$ cat config.mk
export PLATFORM = sky130hd
export DESIGN_NAME = intersection_sequencer
export DESIGN_NICKNAME = d
export VERILOG_FILES = /design/src/rtl/traffic_pkg.sv /design/src/rtl/phase_timer.sv /design/src/rtl/intersection_sequencer.sv
export SDC_FILE = /design/constraint.sdc
export NUM_CORES = 1
export LEC_CHECK = 0
export ABC_AREA = 1
export CORE_MARGIN = 2
export CORE_UTILIZATION = 56
export CTS_BUF_LIST = sky130_fd_sc_hd__clkbuf_16
export DETAILED_ROUTE_END_ITERATION = 7
export DONT_BUFFER_PORTS = 1
export PLACE_DENSITY_LB_ADDON = 0.1
export SETUP_SLACK_MARGIN = 0.3
export SLEW_MARGIN = 30
export SYNTH_ARGS = -nofsm -noshare
export SYNTH_HDL_FRONTEND = slang
export SYNTH_SLANG_ARGS = --single-unit
$ cat constraint.sdc
create_clock -name clk -period 1.79 [get_ports clk]
set_input_delay 0.358 -clock clk [delete_from_list [all_inputs] [get_ports clk]]
set_output_delay 0.358 -clock clk [all_outputs]
set_load 0.01 [all_outputs]
$ cat src/rtl/traffic_pkg.sv
// Shared types and helpers for the intersection sequencer: state and
// direction encodings, timer width, lamp bundle decode and the
// round-robin arbiter used at the end of each all-red clearance.
package traffic_pkg;

  localparam int TIMER_W = 8;

  typedef enum logic [2:0] {
    ALL_RED   = 3'd0,
    NS_GREEN  = 3'd1,
    NS_YELLOW = 3'd2,
    EW_GREEN  = 3'd3,
    EW_YELLOW = 3'd4,
    PED_WALK  = 3'd5
  } state_t;

  typedef enum logic [1:0] {
    DIR_NS  = 2'd0,
    DIR_EW  = 2'd1,
    DIR_PED = 2'd2
  } dir_t;

  typedef struct packed {
    logic ns_red;
    logic ns_yellow;
    logic ns_green;
    logic ew_red;
    logic ew_yellow;
    logic ew_green;
    logic walk;
  } lamps_t;

  // Moore lamp decode: a head is red unless it owns the green/yellow state.
  function automatic lamps_t decode_lamps(input state_t st);
    lamps_t l;
    l = '{ns_red: 1'b1, ns_yellow: 1'b0, ns_green: 1'b0,
          ew_red: 1'b1, ew_yellow: 1'b0, ew_green: 1'b0, walk: 1'b0};
    case (st)
      NS_GREEN:  begin l.ns_red = 1'b0; l.ns_green  = 1'b1; end
      NS_YELLOW: begin l.ns_red = 1'b0; l.ns_yellow = 1'b1; end
      EW_GREEN:  begin l.ew_red = 1'b0; l.ew_green  = 1'b1; end
      EW_YELLOW: begin l.ew_red = 1'b0; l.ew_yellow = 1'b1; end
      PED_WALK:  l.walk = 1'b1;
      default:   l.walk = 1'b0;
    endcase
    return l;
  endfunction

  // First pending direction after the last grant (NS -> EW -> PED -> NS);
  // with nothing pending the main road (NS) is chosen. pend is indexed by dir_t.
  function automatic dir_t rr_pick(input dir_t last, input logic [2:0] pend);
    dir_t pick;
    pick = DIR_NS;
    case (last)
      DIR_NS: begin
        if (pend[1])      pick = DIR_EW;
        else if (pend[2]) pick = DIR_PED;
        else              pick = DIR_NS;
      end
      DIR_EW: begin
        if (pend[2])      pick = DIR_PED;
        else if (pend[0]) pick = DIR_NS;
        else if (pend[1]) pick = DIR_EW;
        else              pick = DIR_NS;
      end
      default: begin
        if (pend[0])      pick = DIR_NS;
        else if (pend[1]) pick = DIR_EW;
        else if (pend[2]) pick = DIR_PED;
        else              pick = DIR_NS;
      end
    endcase
    return pick;
  endfunction

  // Service state that a grant to the given direction leads into.
  function automatic state_t green_of(input dir_t d);
    state_t st;
    case (d)
      DIR_NS:  st = NS_GREEN;
      DIR_EW:  st = EW_GREEN;
      DIR_PED: st = PED_WALK;
      default: st = NS_GREEN;
    endcase
    return st;
  endfunction

  // True unless the state is the green of the direction opposite to dir.
  function automatic logic toward_dir(input state_t st, input logic dir);
    logic t;
    case (st)
      NS_GREEN: t = (dir == 1'b0);
      EW_GREEN: t = (dir == 1'b1);
      default:  t = 1'b1;
    endcase
    return t;
  endfunction

endpackage

$ cat src/rtl/phase_timer.sv
// Phase timer: counts enabled cycles since the last state change,
// saturates at all-ones and flags when the count equals a target.
module phase_timer
  import traffic_pkg::*;
(
  input  logic               clk,
  input  logic               reset_n,
  input  logic               en,
  input  logic               clr,
  input  logic [TIMER_W-1:0] target,
  output logic [TIMER_W-1:0] count,
  output logic               at_target
);

  localparam logic [TIMER_W-1:0] CNT_ZERO = {TIMER_W{1'b0}};
  localparam logic [TIMER_W-1:0] CNT_ONE  = {{(TIMER_W-1){1'b0}}, 1'b1};
  localparam logic [TIMER_W-1:0] CNT_MAX  = {TIMER_W{1'b1}};

  logic [TIMER_W-1:0] count_r;

  // Counter register: clear wins, otherwise count up while enabled and not saturated.
  always_ff @(posedge clk or negedge reset_n) begin
    if (!reset_n) begin
      count_r <= CNT_ZERO;
    end else if (clr) begin
      count_r <= CNT_ZERO;
    end else if (en && (count_r != CNT_MAX)) begin
      count_r <= count_r + CNT_ONE;
    end
  end

  assign count     = count_r;
  assign at_target = (count_r == target);

endmodule

$ cat src/rtl/intersection_sequencer.sv
// Four-way intersection sequencer: phase FSM, demand latching,
// round-robin arbitration, emergency pre-emption and lamp decode.
module intersection_sequencer
  import traffic_pkg::*;
#(
  parameter int RED_CLR   = 2,
  parameter int YELLOW    = 6,
  parameter int GREEN_MIN = 8,
  parameter int GREEN_MAX = 20,
  parameter int WALK      = 10
) (
  input  logic       clk,
  input  logic       reset_n,
  input  logic       enable,
  input  logic       car_ns,
  input  logic       car_ew,
  input  logic       ped_req,
  input  logic       emerg,
  input  logic       emerg_dir,
  output logic       ns_red,
  output logic       ns_yellow,
  output logic       ns_green,
  output logic       ew_red,
  output logic       ew_yellow,
  output logic       ew_green,
  output logic       walk,
  output logic       ped_wait,
  output logic       emerg_active,
  output logic [2:0] phase
);

  localparam logic [TIMER_W-1:0] RED_CLR_M1   = TIMER_W'(RED_CLR - 1);
  localparam logic [TIMER_W-1:0] YELLOW_M1    = TIMER_W'(YELLOW - 1);
  localparam logic [TIMER_W-1:0] WALK_M1      = TIMER_W'(WALK - 1);
  localparam logic [TIMER_W-1:0] GREEN_MIN_M1 = TIMER_W'(GREEN_MIN - 1);
  localparam logic [TIMER_W-1:0] GREEN_MAX_M1 = TIMER_W'(GREEN_MAX - 1);

  state_t             state_r, state_s;
  dir_t               last_r, last_s, grant_s;
  logic               pend_ns_r, pend_ew_r, pend_ped_r;
  logic               abort_s;
  logic [TIMER_W-1:0] count_s, target_s;
  logic               at_target_s, timer_clr_s;
  logic               min_done_s, max_done_s, ns_other_s, ew_other_s;
  logic               enter_ns_s, enter_ew_s, enter_ped_s;
  lamps_t             lamps_r;
  logic               emerg_active_r;

  assign min_done_s  = (count_s >= GREEN_MIN_M1);
  assign max_done_s  = (count_s >= GREEN_MAX_M1);
  assign ns_other_s  = pend_ew_r | pend_ped_r;
  assign ew_other_s  = pend_ns_r | pend_ped_r;
  assign grant_s     = emerg ? (emerg_dir ? DIR_EW : DIR_NS)
                             : rr_pick(last_r, {pend_ped_r, pend_ew_r, pend_ns_r});
  assign timer_clr_s = (state_s != state_r);
  assign enter_ns_s  = (state_s == NS_GREEN) && (state_r != NS_GREEN);
  assign enter_ew_s  = (state_s == EW_GREEN) && (state_r != EW_GREEN);
  assign enter_ped_s = (state_s == PED_WALK) && (state_r != PED_WALK);

  // Duration target for the fixed-length states; greens use >= compares instead.
  always_comb begin
    target_s = {TIMER_W{1'b0}};
    case (state_r)
      ALL_RED:              target_s = RED_CLR_M1;
      NS_YELLOW, EW_YELLOW: target_s = YELLOW_M1;
      PED_WALK:             target_s = WALK_M1;
      default:              target_s = {TIMER_W{1'b0}};
    endcase
  end

  phase_timer u_timer (
    .clk       (clk),
    .reset_n   (reset_n),
    .en        (enable),
    .clr       (timer_clr_s),
    .target    (target_s),
    .count     (count_s),
    .at_target (at_target_s)
  );

  // Next-state logic; emergency overrides greens and walk but never shortens clearance.
  always_comb begin
    state_s = state_r;
    last_s  = last_r;
    abort_s = 1'b0;
    if (enable) begin
      case (state_r)
        ALL_RED: begin
          if (at_target_s) begin
            state_s = green_of(grant_s);
            last_s  = grant_s;
          end else begin
            state_s = ALL_RED;
          end
        end
        NS_GREEN: begin
          if (emerg) begin
            state_s = emerg_dir ? NS_YELLOW : NS_GREEN;
          end else if (ns_other_s && (max_done_s || (min_done_s && !car_ns))) begin
            state_s = NS_YELLOW;
          end else begin
            state_s = NS_GREEN;
          end
        end
        EW_GREEN: begin
          if (emerg) begin
            state_s = emerg_dir ? EW_GREEN : EW_YELLOW;
          end else if (ew_other_s && (max_done_s || (min_done_s && !car_ew))) begin
            state_s = EW_YELLOW;
          end else begin
            state_s = EW_GREEN;
          end
        end
        NS_YELLOW, EW_YELLOW: begin
          state_s = at_target_s ? ALL_RED : state_r;
        end
        PED_WALK: begin
          if (emerg) begin
            state_s = ALL_RED;
            abort_s = 1'b1;
          end else if (at_target_s) begin
            state_s = ALL_RED;
          end else begin
            state_s = PED_WALK;
          end
        end
        default: state_s = ALL_RED;
      endcase
    end else begin
      state_s = state_r;
      last_s  = last_r;
      abort_s = 1'b0;
    end
  end

  // State and round-robin pointer registers; pointer starts at PED so NS is served first.
  always_ff @(posedge clk or negedge reset_n) begin
    if (!reset_n) begin
      state_r <= ALL_RED;
      last_r  <= DIR_PED;
    end else begin
      state_r <= state_s;
      last_r  <= last_s;
    end
  end

  // Demand latches: set by their input, cleared (with priority) when service begins.
  always_ff @(posedge clk or negedge reset_n) begin
    if (!reset_n) begin
      pend_ns_r  <= 1'b0;
      pend_ew_r  <= 1'b0;
      pend_ped_r <= 1'b0;
    end else begin
      pend_ns_r  <= enter_ns_s  ? 1'b0 : (pend_ns_r | car_ns);
      pend_ew_r  <= enter_ew_s  ? 1'b0 : (pend_ew_r | car_ew);
      pend_ped_r <= enter_ped_s ? 1'b0 : (pend_ped_r | ped_req | abort_s);
    end
  end

  // Registered lamp and status outputs, decoded from the state being entered.
  always_ff @(posedge clk or negedge reset_n) begin
    if (!reset_n) begin
      lamps_r        <= decode_lamps(ALL_RED);
      emerg_active_r <= 1'b0;
    end else begin
      lamps_r        <= decode_lamps(state_s);
      emerg_active_r <= emerg & toward_dir(state_s, emerg_dir);
    end
  end

  assign ns_red       = lamps_r.ns_red;
  assign ns_yellow    = lamps_r.ns_yellow;
  assign ns_green     = lamps_r.ns_green;
  assign ew_red       = lamps_r.ew_red;
  assign ew_yellow    = lamps_r.ew_yellow;
  assign ew_green     = lamps_r.ew_green;
  assign walk         = lamps_r.walk;
  assign ped_wait     = pend_ped_r;
  assign emerg_active = emerg_active_r;
  assign phase        = state_r;

endmodule
==> Flow_metrics.wiki <==
{| class="wikitable"
! Metric !! Value
|-
| Startpoint type of the worst setup path || flip-flop
|-
| Area added between synthesis and finish || 37.34%
|-
| Largest net degree at the start of global routing || 25
|-
| Finish-stage setup viols || 21
|-
| Total of fill cells in the finished design || about 140
|-
| Final instance count without filler cells || between 200 and 300
|-
| Worst clock skew on the final layout || between 1.5 and 2 ps
|-
| Summed negative setup slack over all endpoints || -4784 ps
|-
| Net count of the finished layout || around 260
|-
| Area of the die || around 3100 µm²
|-
| Data arrival time of the critical path || 2270 ps
|-
| Cell row count || 18
|-
| Measured slew at the worst slew-check pin || between 500 and 600 ps
|-
| First-pass GRT wire length || roughly 7 mm
|-
| Crit. End Element || flip-flop
|-
| Worst-path clk slew || about 60 ps
|-
| CP Data Required Time || between 1500 and 2000 ps
|-
| Vias in the first global route || around 1500
|-
| Synthesis warning total || 0
|-
| Final HPWL DP || between 2 and 3 mm
|-
| Synthesized area per cell || 7.293 µm²
|-
| Number of enable flip-flop cells after synthesis || 0
|-
| Initial antenna violation count || 0
|-
| Peak supply drop || approximately 1400 µV
|-
| Worst reg2reg setup slack || -300 ps
|-
| Number of synthesized register bits || 24
|-
| Final slew viol count || 0
|-
| Path type of the worst setup path || reg2reg
|-
| Pre-antenna DRT Iters || 5
|-
| Fraction of the core area covered by cells at the end of the flow || 81.73%
|-
| DR iter-0 viols || 90
|-
| Standby leakage power || between 1 and 1.5 nW
|-
| Clock root buffer || clkbuf_16
|-
| Initial core utilization || 59.51%
|-
| Wire length reported by the detailed router || ~4.6 mm
|-
| Fin Hold WS || ~72 ps
|-
| Most common library cell in the layout ignoring fill and taps || nand2_1
|-
| Yosys cell types || 24
|-
| Largest buffer count on any clock path || 2
|-
| Final hold vios || 0
|-
| Register area share after synthesis || 40.62%
|-
| Flip-flop cell with the highest count after synthesis || dfrtp_1
|-
| Crit path time final || about 2100 ps
|-
| Highest Clock Rate || 0.4775 GHz
|-
| Number of antenna-violating nets in the routed design || 0
|-
| Clk Latency, worst-skew pair || approximately 260 ps
|-
| Max Cap Viol || 0
|-
| Floorplan die height || between 50 and 60 µm
|-
| Net Count, Synth || approximately 210
|-
| Count of buffers from port buffering || 0
|-
| Power density over the cells || about 1700 nW/µm²
|-
| Placed Instance Area || between 1500 and 2000 µm²
|-
| Post-Synthesis Cell Area || 1488 µm²
|-
| Maximum net fanout on the critical path || 8
|-
| TritonCTS Buffers || 3
|-
| GP Congestion || 1.085
|-
| Power consumption || 3.391 mW
|-
| Final Instance Area || roughly 2000 µm²
|-
| Period utilization || 117.0%
|-
| Standard cell core area || about 2500 µm²
|-
| Number of cells produced by synthesis || 204
|-
| Run status || finished, violations left
|-
| Final routed DRC violation total || 0
|-
| Failing checks || setup timing
|-
| TritonCTS Sinks || 24
|-
| Max H-tree Level || 1
|-
| Die extent in x || about 56 µm
|-
| Minimum setup slack in the final design || -304.1 ps
|-
| Avg Vias per Cell || about 5.6
|-
| Most frequent cells in the layout || nand2_1 (42), buf_4 (36), inv_1 (24), nor2_1 (21), dfrtp_1 (18)
|-
| Vias || between 1500 and 2000
|-
| Placed instance count || about 260
|-
| Worst slew margin || 64.43%
|-
| Share of cells above drive strength 1 || 41.13%
|-
| GR Overflow Total || 0
|-
| Total routing resource utilization after global routing || approximately 29%
|-
| Wirelength per Cell || roughly 17 µm
|-
| CTS tree || done
|-
| Fraction of registers with async set/reset || 100.0%
|-
| Post-Place Worst Slack || -174.4 ps
|-
| Unrepaired setup endpoints after global routing || yes
|-
| Type of the worst min-delay path || in2async
|-
| Count of antenna diodes in the layout || 0
|-
| Io pins || 20
|-
| Max FFs per register || 8
|}
critical path: stages, from the launching register on:
cell and delay, ps:
dfrtp_1 400, ha_2 220, nor2_4 90, nand2_2 70, a21oi_2 190, nand2_1 110, nand2_2 90, nand2_1 70
nand2_1 80, nand3_2 110, nand2_4 120, nand2_1 50, nand2_1 100, nand3_4 140, nor2_1 170
synth_stat cells (2+ instances only):
cell type / n / area share, %
nand2_1: 52 / 13
nor2_1: 25 / 6.3
inv_1: 23 / 5.8
dfrtp_1: 21 / 35
nand3_1: 11 / 3.7
o21ai_0: 10 / 3.4
nand2_2: 9 / 3.8
inv_2: 8 / 2.0
nand4_1: 7 / 2.9
a21oi_1: 6 / 2.0
xor2_1: 6 / 3.5
nor2_2: 5 / 2.1
nand3_2: 4 / 2.7
dfstp_2: 3 / 5.3
nor2_4: 3 / 2.3
a31oi_1: 2 / 0.84
nor4_1: 2 / 0.84
layer usage:
metal	GRT usage [%]	wire, µm
met1	38.03	1843
met2	45.75	2255
met3	6.089	355
met4	10.80	133
met5	0	0
timing repair:
action	in CTS	in global routing
endpoints found under the setup margin	25	24
hold buffers	1	0
gates resized for setup	17	10
hold endpoints to repair	24	0
setup buffers	7	4
pin swaps	28	15
report_power, final:
group	switching (mW)	internal [mW]
Combinational	1.19	0.799
Clock	0.194	0.299
Sequential	0.185	0.727
Total	1.57	1.82
area by class of cell:
| cell class | count | area (µm²) | area share [%] |
|---|---|---|---|
| inverter | 31 | 126.4 | 6.185 |
| clock buffer | 3 | 75.07 | 3.674 |
| clock inverter | 1 | 3.754 | 0.1837 |
| timing repair buffer | 41 | 320.3 | 15.68 |
| tap | 30 | 37.54 | 1.837 |
| sequential | 24 | 608.1 | 29.76 |
| multi-input combinational | 148 | 872.1 | 42.68 |
cells by family (layout without fill, tap and decap cells):
logic type / after synthesis / after routing / share of synthesized area, %
adders and majority gates: 1 / 1 / 0.8409
buffers and inverters: 32 / 76 / 8.578
and+or+nand+nor: 121 / 121 / 39.28
AOI/OAI and AO/OA: 20 / 20 / 7.149
DFF: 24 / 24 / 40.62
xor gates and xnor gates: 6 / 6 / 3.532
worst paths after layout:
check                                       from                to  cells after the start
worst max-delay path            u_timer.count[0]  u_timer.count[1]                     14
worst min-delay path                     reset_n  u_timer.count[7]                      1
worst max register to register  u_timer.count[0]  u_timer.count[1]                     14
worst min register to register         last_r[1]         last_r[1]                      2
max in group asynchronous                reset_n          phase[1]                      1
min in group clk                          car_ew         pend_ew_r                      2
No activity file was read; power rests on OpenSTA's default activity.
